[src/rtl/fp16_div_if.sv]
// Operand/result handshake bundle for the binary16 divider.
interface fp16_div_if;
  logic        in_valid;
  logic        in_ready;
  logic [15:0] in1;
  logic [15:0] in2;
  logic        out_valid;
  logic        out_ready;
  logic [15:0] quo;
  logic [3:0]  flags;

  modport master (
    output in_valid, in1, in2, out_ready,
    input  in_ready, out_valid, quo, flags
  );

  modport slave (
    input  in_valid, in1, in2, out_ready,
    output in_ready, out_valid, quo, flags
  );
endinterface

[src/rtl/fp16_div.sv]
// Sequential IEEE-754 binary16 divider: 13-step restoring significand divide,
// round-to-nearest-even, subnormals flushed to zero, result held until taken.
module fp16_div (
  input  logic   clk,
  input  logic   rst,
  fp16_div_if.slave bus
);
  typedef enum logic [1:0] {IDLE, DIVIDE, ROUND, DONE} state_t;

  state_t             state_q;
  logic               in_ready_q, out_valid_q;
  logic [15:0]        quo_q;
  logic [3:0]         flags_q;
  logic               sign_q;
  logic signed [6:0]  exp_q;
  logic [11:0]        rem_q;
  logic [10:0]        dvs_q;
  logic [12:0]        quot_q;
  logic [3:0]         cnt_q;

  assign bus.in_ready  = in_ready_q;
  assign bus.out_valid = out_valid_q;
  assign bus.quo       = quo_q;
  assign bus.flags     = flags_q;

  // Operand classification and special-case resolution at accept
  logic [4:0]        e1, e2;
  logic [9:0]        f1, f2;
  logic              sign_d;
  logic              a_zero, b_zero, a_inf, b_inf, a_nan, b_nan;
  logic              special;
  logic [15:0]       spec_quo;
  logic [3:0]        spec_flags;
  logic signed [6:0] exp_d;

  always_comb begin
    e1     = bus.in1[14:10];
    e2     = bus.in2[14:10];
    f1     = bus.in1[9:0];
    f2     = bus.in2[9:0];
    sign_d = bus.in1[15] ^ bus.in2[15];
    a_zero = (e1 == 5'd0);
    b_zero = (e2 == 5'd0);
    a_inf  = (e1 == 5'h1F) && (f1 == '0);
    b_inf  = (e2 == 5'h1F) && (f2 == '0);
    a_nan  = (e1 == 5'h1F) && (f1 != '0);
    b_nan  = (e2 == 5'h1F) && (f2 != '0);
    exp_d  = $signed({2'b00, e1}) - $signed({2'b00, e2}) + 7'sd15;
    special    = 1'b1;
    spec_quo   = '0;
    spec_flags = '0;
    if (a_nan || b_nan || (a_zero && b_zero) || (a_inf && b_inf)) begin
      spec_quo   = 16'h7E00;
      spec_flags = 4'b1000;
    end else if (a_inf) begin
      spec_quo = {sign_d, 5'h1F, 10'h000};
    end else if (b_zero) begin
      spec_quo   = {sign_d, 5'h1F, 10'h000};
      spec_flags = 4'b0100;
    end else if (a_zero || b_inf) begin
      spec_quo = {sign_d, 15'h0000};
    end else begin
      special = 1'b0;
    end
  end

  // One restoring step; the remainder after subtraction is below d, so the shift loses nothing
  logic        rem_ge;
  logic [11:0] rem_sub;
  logic [11:0] rem_d;
  logic [12:0] quot_d;

  always_comb begin
    rem_ge  = (rem_q >= {1'b0, dvs_q});
    rem_sub = rem_ge ? (rem_q - {1'b0, dvs_q}) : rem_q;
    rem_d   = {rem_sub[10:0], 1'b0};
    quot_d  = {quot_q[11:0], rem_ge};
  end

  // Normalise, round to nearest-even, then range-check the exponent
  logic              sticky, rbit, rnd_up;
  logic [10:0]       sig;
  logic [11:0]       sig_inc;
  logic [9:0]        frac_rnd;
  logic signed [6:0] exp_rnd;
  logic [15:0]       rnd_quo;
  logic [3:0]        rnd_flags;

  always_comb begin
    sticky = (rem_q != '0);
    if (quot_q[12]) begin
      sig     = quot_q[12:2];
      rbit    = quot_q[1];
      sticky  = sticky | quot_q[0];
      exp_rnd = exp_q;
    end else begin
      sig     = quot_q[11:1];
      rbit    = quot_q[0];
      exp_rnd = exp_q - 7'sd1;
    end
    rnd_up  = rbit & (sticky | sig[0]);
    sig_inc = {1'b0, sig} + {11'b0, rnd_up};
    if (sig_inc[11]) begin
      frac_rnd = '0;
      exp_rnd  = exp_rnd + 7'sd1;
    end else begin
      frac_rnd = sig_inc[9:0];
    end
    rnd_flags = '0;
    if (exp_rnd >= 7'sd31) begin
      rnd_quo   = {sign_q, 5'h1F, 10'h000};
      rnd_flags = 4'b0010;
    end else if (exp_rnd <= 7'sd0) begin
      rnd_quo   = {sign_q, 15'h0000};
      rnd_flags = 4'b0001;
    end else begin
      rnd_quo = {sign_q, exp_rnd[4:0], frac_rnd};
    end
  end

  always_ff @(posedge clk or negedge rst) begin
    if (!rst) begin
      state_q     <= IDLE;
      in_ready_q  <= 1'b1;
      out_valid_q <= 1'b0;
      quo_q       <= '0;
      flags_q     <= '0;
      sign_q      <= 1'b0;
      exp_q       <= '0;
      rem_q       <= '0;
      dvs_q       <= '0;
      quot_q      <= '0;
      cnt_q       <= '0;
    end else begin
      case (state_q)
        IDLE: begin
          if (bus.in_valid && in_ready_q) begin
            sign_q     <= sign_d;
            exp_q      <= exp_d;
            rem_q      <= {2'b01, f1};
            dvs_q      <= {1'b1, f2};
            quot_q     <= '0;
            cnt_q      <= 4'd12;
            in_ready_q <= 1'b0;
            if (special) begin
              quo_q       <= spec_quo;
              flags_q     <= spec_flags;
              out_valid_q <= 1'b1;
              state_q     <= DONE;
            end else begin
              state_q <= DIVIDE;
            end
          end
        end
        DIVIDE: begin
          rem_q  <= rem_d;
          quot_q <= quot_d;
          if (cnt_q == 4'd0) begin
            state_q <= ROUND;
          end else begin
            cnt_q <= cnt_q - 4'd1;
          end
        end
        ROUND: begin
          quo_q       <= rnd_quo;
          flags_q     <= rnd_flags;
          out_valid_q <= 1'b1;
          state_q     <= DONE;
        end
        DONE: begin
          if (bus.out_ready) begin
            out_valid_q <= 1'b0;
            in_ready_q  <= 1'b1;
            state_q     <= IDLE;
          end
        end
        default: begin
          state_q <= IDLE;
        end
      endcase
    end
  end
endmodule

[src/flat_wrapper.sv]
// flat-port wrapper written by rule: the top's interface ports become plain ports
module fp16_div_flat 
  (clk, rst, bus_in_valid, bus_in1, bus_in2, bus_out_ready, bus_in_ready, bus_out_valid, bus_quo, bus_flags);
  fp16_div_if bus_i ();
  input  logic clk;
  input  logic rst;
  input wire logic [$bits(bus_i.in_valid)-1:0] bus_in_valid;
  input wire logic [$bits(bus_i.in1)-1:0] bus_in1;
  input wire logic [$bits(bus_i.in2)-1:0] bus_in2;
  input wire logic [$bits(bus_i.out_ready)-1:0] bus_out_ready;
  output wire logic [$bits(bus_i.in_ready)-1:0] bus_in_ready;
  output wire logic [$bits(bus_i.out_valid)-1:0] bus_out_valid;
  output wire logic [$bits(bus_i.quo)-1:0] bus_quo;
  output wire logic [$bits(bus_i.flags)-1:0] bus_flags;
  assign bus_i.in_valid = bus_in_valid;
  assign bus_i.in1 = bus_in1;
  assign bus_i.in2 = bus_in2;
  assign bus_i.out_ready = bus_out_ready;
  assign bus_in_ready = bus_i.in_ready;
  assign bus_out_valid = bus_i.out_valid;
  assign bus_quo = bus_i.quo;
  assign bus_flags = bus_i.flags;
  fp16_div u_core (.clk(clk), .rst(rst), .bus(bus_i));
endmodule
[config.mk]
export PLATFORM = sky130hd
export DESIGN_NAME = fp16_div_flat
export DESIGN_NICKNAME = d
export VERILOG_FILES = /design/src/rtl/fp16_div_if.sv /design/src/rtl/fp16_div.sv /design/src/flat_wrapper.sv
export SDC_FILE = /design/constraint.sdc
export NUM_CORES = 1
export LEC_CHECK = 0
export ABC_AREA = 1
export CAP_MARGIN = 30
export CORE_MARGIN = 5
export CORE_UTILIZATION = 61
export CTS_CLUSTER_SIZE = 10
export DETAILED_ROUTE_END_ITERATION = 10
export GPL_TIMING_DRIVEN = 1
export PLACE_DENSITY = 0.87
export SETUP_SLACK_MARGIN = 0.15
export SLEW_MARGIN = 5
export SYNTH_ARGS = -nofsm -noshare
export SYNTH_HDL_FRONTEND = slang
export SYNTH_SLANG_ARGS = --single-unit
[constraint.sdc]
create_clock -name clk -period 4.7 [get_ports clk]
set_clock_uncertainty 0.2 [all_clocks]
set_input_delay 0.705 -clock clk [delete_from_list [all_inputs] [get_ports clk]]
set_output_delay 0.705 -clock clk [all_outputs]
set_load 0.005 [all_outputs]
==> flow_metrics.py, run 1 <==
metrics = {
    "global_routing": {
        "grt_max_degree": 39,
        "grt_pass1_wl_mm": 21.74,
        "antenna_found_initial": 0,
        "grt_pass1_vias": 4766,
        "track_usage_pct": 26.89,
        "grt_remaining_overflow": 0,
    },
    "clock_network": {
        "postCtsHoldBufs": 0,
        "cts_setup_buffers": 0,
        "cts-root-buf": "clkbuf_8",
        "clock_sinks": 72,
        "cts-buffers-inserted": 9,
        "ctsResizeCount": 0,
        "h-tree-depth": 3,
        "clk_pin_slew_ns": 0.09,
        "insertion_delay_ns": 0.36,
        "clockBufferDepth": 2,
        "tritoncts": "built",
    },
    "sta": {
        "slew_headroom_pct": 37.48,
        "rsz0062_at_grt": "no",
        "hold_viol": 0,
        "finalSetupViolCount": 0,
        "worst_hold_slack_ns": 0.2325,
        "min_period_ns": 3.569,
        "setup_tns_ns": 0,
        "fin_crit_sh_pct": 75.93,
        "drv_slew": 0,
        "timing.fmax_ghz": 0.2802,
        "worst_slew_pin_slew_ns": 0.9349,
        "setup_ws_ns": 1.131,
    },
    "logic_synthesis": {
        "synth_cell_types": 50,
        "ys.flop_type": "dfrtp_1",
        "syn-cell-area_um2": 4981,
        "synth_top_cell_by_area": "dfrtp_1",
        "synthArstFlopShare_pct": 100.0,
        "synthCells": 683,
        "ys_seq_elements": 72,
        "synth_edf_count": 0,
        "syn_nets": 746,
        "synth_top_area_share_pct": 35.67,
        "synth.avg_cell_area_um2": 7.293,
        "synth-warning-count": 0,
        "synth_seq_area_share_pct": 36.20,
        "synthTopCellsByArea": "dfrtp_1 36%, nand2_1 11%, inv_1 7.5%",
    },
    "final_layout": {
        "layout.cells.non_filler": 848,
        "drive_above_1_share_pct": 7.268,
        "area_delta_synth_final_pct": 17.63,
        "nFillCells": 647,
        "fin_nets": 802,
        "insertedDiodeCount": 0,
    },
    "critical_path": {
        "critical-path-max-stage-delay_ns": 0.65,
        "worstSetupPathType": "in2reg",
        "critPathLaunchType": "input port",
        "worstPathMaxFanout": 26,
        "cp_data_required_time_ns": 4.74,
        "worstPathCellList": "clkdlybuf4s50_1 > nor2_1 > nand3_1 > nor2_1 > nand4_1 > nand2_1 > nand2_1 > nand2_1 > inv_1 > nand3_1 > nand3b_1 > nor2_1 > a21oi_1",
        "cp-end-kind": "register",
        "critPathArrivalTime_ns": 3.61,
        "crit_slowest_cell": "nand3b_1",
    },
    "run_status": {
        "outcome": "completed",
    },
    "placement": {
        "gp_congestion": 0.8820,
        "portBuffers": 57,
        "hpwlAfterDp_mm": 9.258,
        "place_ws_ns": 0.8386,
        "dp_cells": 832,
    },
    "pwr": {
        "power.leakage_nw": 2.809,
        "vdd_drop_max_mv": 0.4673,
        "power_w": 0.004241,
        "power_per_cell_area_nw_per_um2": 723.7,
    },
    "route": {
        "drt_iter0_drc": 405,
        "post_drt_wl_per_cell_um": 14.99,
        "avgViaCountPerCell": 5.676,
        "ant_nets": 0,
        "drtPass1Iterations": 7,
        "routed_wl_mm": 12.71,
        "drcViolationCount": 0,
        "vias": 4813,
    },
    "floorplan": {
        "fp.dieH_um": 100.4,
        "die_w_um": 100.4,
        "dieArea_um2": 10070,
        "initial_utilization_pct": 61.55,
        "ios": 58,
        "num_rows": 33,
        "core_um2": 8093,
    },
    "job": {
        "cap_violations": 0,
    },
    "worst_hold_path": {
        "min_path_type": "in2async",
    },
}
power breakdown:
part	switching, W	internal [W]	total, W
Combinational	0.00165	0.000949	0.00260
Clock	0.000252	0.000311	0.000562
Sequential	0.000195	0.000883	0.00108
Total	0.00210	0.00214	0.00424
final cells by class:
cell class,instances,area [um2],area share (%)
Sequential cell,72,1803,30.77
Tap cell,105,131.4,2.242
Inverter,104,392.9,6.705
Clock inverter,5,81.33,1.388
Clock buffer,10,137.6,2.349
Multi-Input combinational cell,491,2698,46.04
Timing Repair Buffer,61,615.6,10.51
worst paths after layout:
check	endpoint	start	slack (ns)	cells past startpoint
worst min-delay path	u_core.bus.quo[2]$_DFFE_PN0P_	rst	0.23	1
worst max-delay path	u_core.bus.quo[10]$_DFFE_PN0P_	bus_in1[3]	1.13	13
worst min register to register	u_core.dvs_q[10]$_DFFE_PN0P_	u_core.dvs_q[10]$_DFFE_PN0P_	0.26	2
max in group asynchronous	u_core.bus.in_ready$_DFFE_PN1P_	rst	3.06	2
min in group clk	u_core.dvs_q[10]$_DFFE_PN0P_	u_core.dvs_q[10]$_DFFE_PN0P_	0.26	2
worst max register to register	u_core.rem_q[10]$_DFFE_PN0P_	u_core.rem_q[0]$_DFFE_PN0P_	1.61	9
worst max-delay path, delay by kind of cell:
family | cells | cell delay (ns)
compound gates | 1 | 0.12
buf+inv | 2 | 0.51
simple gates | 10 | 2.23
per-stage QoR:
step | area [um2] | util (%)
after floorplan | 4981 | -
after global placement | 5613 | 69.36
after detailed placement | 5613 | 69.36
after CTS | 5832 | 72.06
after global routing | 5859 | 72.40
final | 5859 | 72.40
cell families (layout without fill, tap and decap cells):
group	count (synthesis)	in the layout	share of synthesized area, %
AND/OR/NAND/NOR	295	295	26.20
buffers and inverters	120	180	9.646
XOR/XNOR	21	21	3.692
adder cells (fa/ha/maj)	27	27	7.084
flip-flops	72	72	36.20
AO/OA/AOI/OAI	148	148	17.18
flip-flops by register name, indices dropped and copies added (netlist names):
signal                flops
u_core.dvs_q             11
u_core.exp_q              7
u_core.bus.out_valid      1
u_core.sign_q             1
u_core.state_q            2
u_core.quot_q            13
u_core.rem_q             12
u_core.bus.quo           16
u_core.bus.flags          4
u_core.bus.in_ready       1
u_core.cnt_q              4
cell usage in the layout (no fill, tap or decap), drive strengths merged, types with 3 or more instances in the layout:
cell type      instances
o21ai                 62
inv                  104
nand3b                 5
nand4                  7
o22ai                 13
nand3                 30
xor2                  16
nor4                   3
o211ai                 3
dfrtp                 71
nand2                156
ha                    25
clkdlybuf4s50         56
xnor2                  5
a31oi                  3
or2                    4
clkbuf                10
buf                    5
nor2                  72
nor3                  16
o21bai                 4
a21oi                 50
layer usage:
metal | GRT usage, % | vias up | part of all wire, %
met5 | 0 | - | 0
met1 | 33.09 | 2232 | 41
met4 | 12.44 | 0 | 3.1
li1 | - | 2346 | -
met3 | 5.142 | 39 | 6.8
met2 | 45.57 | 196 | 49
Yosys cell counts (all sizes together), types with 3 or more instances:
master,instances
clkbuf,11
ha,25
dfrtp,71
nand3,30
o22ai,13
nand4,7
nor3,16
xor2,16
nand3b,5
nor4,3
o21bai,4
o211ai,3
a21oi,50
o21ai,62
buf,5
or2,4
a31oi,3
xnor2,5
nand2,156
nor2,72
inv,104
Note: power is estimated with default switching activity, not from simulation.
==> run 2: changes to the inputs <==
Settings changed: CORE_UTILIZATION 61 to 52, PLACE_DENSITY 0.87 to 0.79.
Clock period 4.7 ns to 3 ns, I/O delays scaled along.
==> run 2 against run 1 <==
Against the previous run:
- power rose by 57%
- combinational power up 61%
- routed wire length shrank 4.7%
- register-to-register slack got worse by 1.3 ns
- critical endpoint is now u_core.rem_q[7]$_DFFE_PN0P_
- sequential share of layout area fell by 0.75 points
- sequential cell count unchanged
- first-iteration DRC count down 27%
- core utilization down 7.7 points
==> flow_metrics.py, run 2 (synthesis gave the netlist of run 1 again) <==
metrics = {
    "critical_path": {
        "r2r_end": "u_core.rem_q[7]$_DFFE_PN0P_",
        "critical-path-max-stage-delay_ns": 0.42,
        "rr_startpoint": "u_core.rem_q[0]$_DFFE_PN0P_",
        "cp_data_required_time_ns": 3.07,
        "worstPathMaxFanout": 9,
        "worstPathCellList": "inv_1 > ha_1 > fa_1 > o21ai_0 > nand3_1 > nand3_1 > inv_1 > a21oi_1 > o21ai_0 > a21oi_1",
        "critPathArrivalTime_ns": 2.77,
        "crit_slowest_cell": "fa_1",
        "regToRegSetupSlack_ns": 0.30,
        "critPathLaunchType": "register",
        "worst-r2r-cell-count": 10,
        "worstSetupPathType": "reg2reg",
        "cp-end-kind": "register",
    },
    "worst_hold_path": {
        "min_path_type": "reg2reg",
        "min_from": "u_core.dvs_q[10]$_DFFE_PN0P_",
        "hold_path_depth": 2,
        "min_to": "u_core.dvs_q[10]$_DFFE_PN0P_",
    },
    "clock_network": {
        "clockBufferDepth": 2,
        "cts-buffers-inserted": 9,
        "tritoncts": "built",
        "insertion_delay_ns": 0.35,
        "h-tree-depth": 3,
        "clock_sinks": 72,
        "clk_pin_slew_ns": 0.07,
        "cts-root-buf": "clkbuf_8",
    },
    "global_routing": {
        "grt_pass1_vias": 4510,
        "track_usage_pct": 21.63,
        "busiest_layer": "met2",
        "grt_use_met1_pct": 28.11,
        "grt_pass1_wl_mm": 20.24,
        "antenna_found_initial": 0,
        "grt_remaining_overflow": 0,
        "grt_max_degree": 48,
        "grt_use_met3_pct": 4.919,
        "met2_usage_pct": 36.55,
    },
    "sta": {
        "setup_tns_ns": 0,
        "rsz0062_at_grt": "yes",
        "slew_headroom_pct": 58.12,
        "finalSetupViolCount": 0,
        "hold_viol": 0,
        "min_period_ns": 2.699,
        "timing.fmax_ghz": 0.3705,
        "worst_slew_pin_slew_ns": 0.6282,
        "setup_ws_ns": 0.3010,
        "fin_crit_sh_pct": 89.97,
        "drv_slew": 0,
    },
    "placement": {
        "portBuffers": 57,
        "place_ws_ns": -0.02050,
        "hpwlAfterDp_mm": 9.437,
        "dpl-instance-area_um2": 5743,
        "gp_congestion": 0.8523,
        "dp_cells": 866,
    },
    "final_layout": {
        "insertedDiodeCount": 0,
        "utilization_pct": 64.69,
        "area_delta_synth_final_pct": 20.57,
        "drive_above_1_share_pct": 9.788,
        "layout.cells.non_filler": 885,
        "mostFrequentLayoutCell": "nand2_1",
        "nFillCells": 832,
        "largest_reg_flops": 16,
        "fin_nets": 814,
        "finalInstanceArea_um2": 6006,
        "layout_common_cells": "148 x nand2_1, 99 x inv_1, 71 x dfrtp_1, 62 x nor2_1, 56 x clkdlybuf4s50_1",
    },
    "route": {
        "post_drt_wl_per_cell_um": 13.69,
        "drtPass1Iterations": 5,
        "routed_wl_mm": 12.11,
        "drt_iter0_drc": 295,
        "vias": 4640,
        "avgViaCountPerCell": 5.243,
        "ant_nets": 0,
        "drcViolationCount": 0,
    },
    "floorplan": {
        "ios": 58,
        "initial_utilization_pct": 53.65,
        "fp.dieH_um": 107.9,
        "core_um2": 9284,
        "die_w_um": 107.9,
        "num_rows": 35,
        "dieArea_um2": 11640,
    },
    "job": {
        "cap_violations": 0,
    },
    "run_status": {
        "outcome": "completed",
    },
    "pwr": {
        "power_per_cell_area_nw_per_um2": 1108,
        "vdd_drop_max_mv": 0.5927,
        "power.leakage_nw": 2.871,
    },
}
-- run 2: cell types whose count changed in the layout (fill, tap and decap cells not counted), sizes merged --
cell	change
bufinv	-1
clkbuf	+3
buf	+11
clkinvlp	-1
dlygate4sd3	+1
-- run 2: worst max-delay path: cells and delay by family, from the launching register on --
| family | cells | cell delay [ns] |
|---|---|---|
| compound gates | 4 | 0.72 |
| buf+inv | 2 | 0.28 |
| fa+ha+maj | 2 | 0.65 |
| flops | 1 | 0.38 |
| simple gates | 2 | 0.39 |
-- run 2: where the power goes --
part | total (W) | internal [W] | switching, W
clock network | 0.000791 | 0.000428 | 0.000363
registers | 0.00167 | 0.00138 | 0.000284
logic | 0.00419 | 0.00160 | 0.00259
total | 0.00665 | 0.00341 | 0.00324
-- run 2: repair_timing --
action,in CTS,in global routing
endpoints found under the setup margin,0,16
hold buffers,1,0
setup buffers,0,2
endpoints found under the hold margin,25,0
resized for setup,0,11
-- run 2: worst max-delay path by stage --
stage / start / cells past startpoint / to
6_report: u_core.rem_q[0]$_DFFE_PN0P_ / 10 / u_core.rem_q[7]$_DFFE_PN0P_
5_1_grt: u_core.exp_q[0]$_DFFE_PN0P_ / 17 / u_core.bus.quo[10]$_DFFE_PN0P_
4_1_cts: u_core.quot_q[12]$_DFFE_PN0P_ / 15 / u_core.bus.quo[10]$_DFFE_PN0P_
3_5_place_dp: bus_in1[3] / 15 / u_core.bus.quo[10]$_DFFE_PN0P_
3_3_place_gp: bus_in1[5] / 14 / u_core.bus.quo[9]$_DFFE_PN0P_
2_1_floorplan: u_core.rem_q[0]$_DFFE_PN0P_ / 10 / u_core.rem_q[5]$_DFFE_PN0P_
-- run 2: per-stage QoR --
| step | hold WS, ns | total power (W) |
|---|---|---|
| floorplan | -0.04559 | 0.004620 |
| global placement | 0.2490 | 0.005617 |
| detailed placement | 0.2480 | 0.005769 |
| CTS | 0.2658 | 0.006583 |
| global route | 0.2848 | 0.007282 |
| finish | 0.2740 | 0.006651 |
-- run 2: cell type report --
cell class / instances / area (um2) / share of cell area, %
multi-input combinational: 491 / 2736 / 45.56
sequential: 72 / 1803 / 30.02
timing repair buffer: 73 / 713.2 / 11.88
inverter: 104 / 392.9 / 6.542
tap: 129 / 161.4 / 2.688
clock buffer: 13 / 158.9 / 2.646
clock inverter: 3 / 40.04 / 0.6667
-- run 2: per-layer routing --
layer | vias up | wire length, um
met5 | - | 0
met3 | 18 | 518
met1 | 2158 | 5416
met4 | 0 | 216
met2 | 105 | 5962
li1 | 2359 | -
==> RTL change: new RTL, config.mk and constraints of run 2 <==
Re-encode `state_t` (4 states) as one-hot, 4 bits wide.
--- a/src/rtl/fp16_div.sv
+++ b/src/rtl/fp16_div.sv
@@ -7,3 +7,3 @@
 );
-  typedef enum logic [1:0] {IDLE, DIVIDE, ROUND, DONE} state_t;
+  typedef enum logic [3:0] {IDLE = 4'b0001, DIVIDE = 4'b0010, ROUND = 4'b0100, DONE = 4'b1000} state_t;
 
Function: same outputs for any inputs over 4 cycles, from zero or initial values and one cycle with rst low; so few cycles prove little.
==> RTL change against run 2 <==
  * Largest power group unchanged
  * Critical endpoint unchanged
  * Final area increased by 0.54%
  * Routed wire length is 2.8% lower
  * Power shrank 5.7%
  * Worst hold slack barely moved
  * Critical path type unchanged
  * Count of clock-buffer cells in the layout fell by 1
  * Synthesized area is 1.0% higher
  * Sequential cell count is 2 higher
  * Worst setup slack gained 82 ps
  * Maximum frequency increased by 3.2%
==> RTL change: results <==
set metrics [dict create \
    swShare_pct 47.4 \
    r2r_setup_slack_ps 380 \
    ys_seq_area_share_pct 36.8 \
    path_max_fanout 3 \
    drt_iter0_markers 252 \
    clk_share_pct 3.40 \
    synthTopCellsByArea "dfrtp_1, nand2_1, inv_1, ha_1, o21ai_0" \
    worstSetupEndpoint "u_core.rem_q[7]$_DFFE_PN0P_" \
    r2r.worst_path.cells 15 \
    holdWs_ps 274 \
    fin_nets 827 \
    nMultiInputCombCells 497 \
    place_congestion 0.894 \
    grt_pass1_vias 4606 \
    power_frac_seq_pct 26.9 \
    buf_share_pct 11.6 \
    cellLeakagePower_nw 2.93 \
    wl_met1_um 5210 \
    cts_num_sinks 74 \
    crit_family "adder cells" \
    synthTopCellsByCount "nand2_1, inv_1, dfrtp_1" \
    met3_usage_pct 3.70 \
    powerClk_mw 0.808 \
    wl_per_cell_um 13.0 \
    ys_types 49 \
    grt_pass1_wl_um 20600 \
    status "complete, no violations" \
    wl_met2_um 5660 \
    seq_share_pct 30.7 \
    cp.arrival_ps 2660 \
    multi_input_area_share_pct 44.4 \
    num-clock-buffers 12 \
    p_switching_mw 2.97 \
    peakVddDrop_v 0.000722 \
    synth_fp_nets 763 \
    grt.total_usage_pct 21.5 \
    post-dp-hpwl_um 9090 \
    worstMarginPinSlew_ps 707 \
    buffers_excl_clock 71 \
    drive_gt1_share_pct 7.63 \
    grt_max_degree 75 \
    vias_per_cell 5.18 \
]
-- RTL change: changes by cell type in the layout (fill, tap and decap cells not counted), moves of 5 or more --
cell,run 2,this run
o21ai_1,5,12
a21oi_1,46,24
inv_1,99,111
o211ai_1,3,8
nand3_1,28,42
nand2_1,148,177
-- RTL change: per-stage QoR --
| stage | cell area [um2] | setup WS, ps | std cells |
|---|---|---|---|
| 6_report | 6040 | 383 | 906 |
| 5_1_grt | 6040 | 127 | 906 |
| 4_1_cts | 6020 | 270 | 905 |
| 3_5_place_dp | 5810 | 177 | 888 |
| 3_3_place_gp | 5810 | 289 | 888 |
| 2_1_floorplan | 5030 | 515 | 704 |
-- RTL change: cell families after synthesis --
logic type	synth area share [%]
fa+ha+maj	6.02
flops	36.8
xor+xnor	3.80
simple gates	28.3
compound gates	14.8
buf+inv	10.2
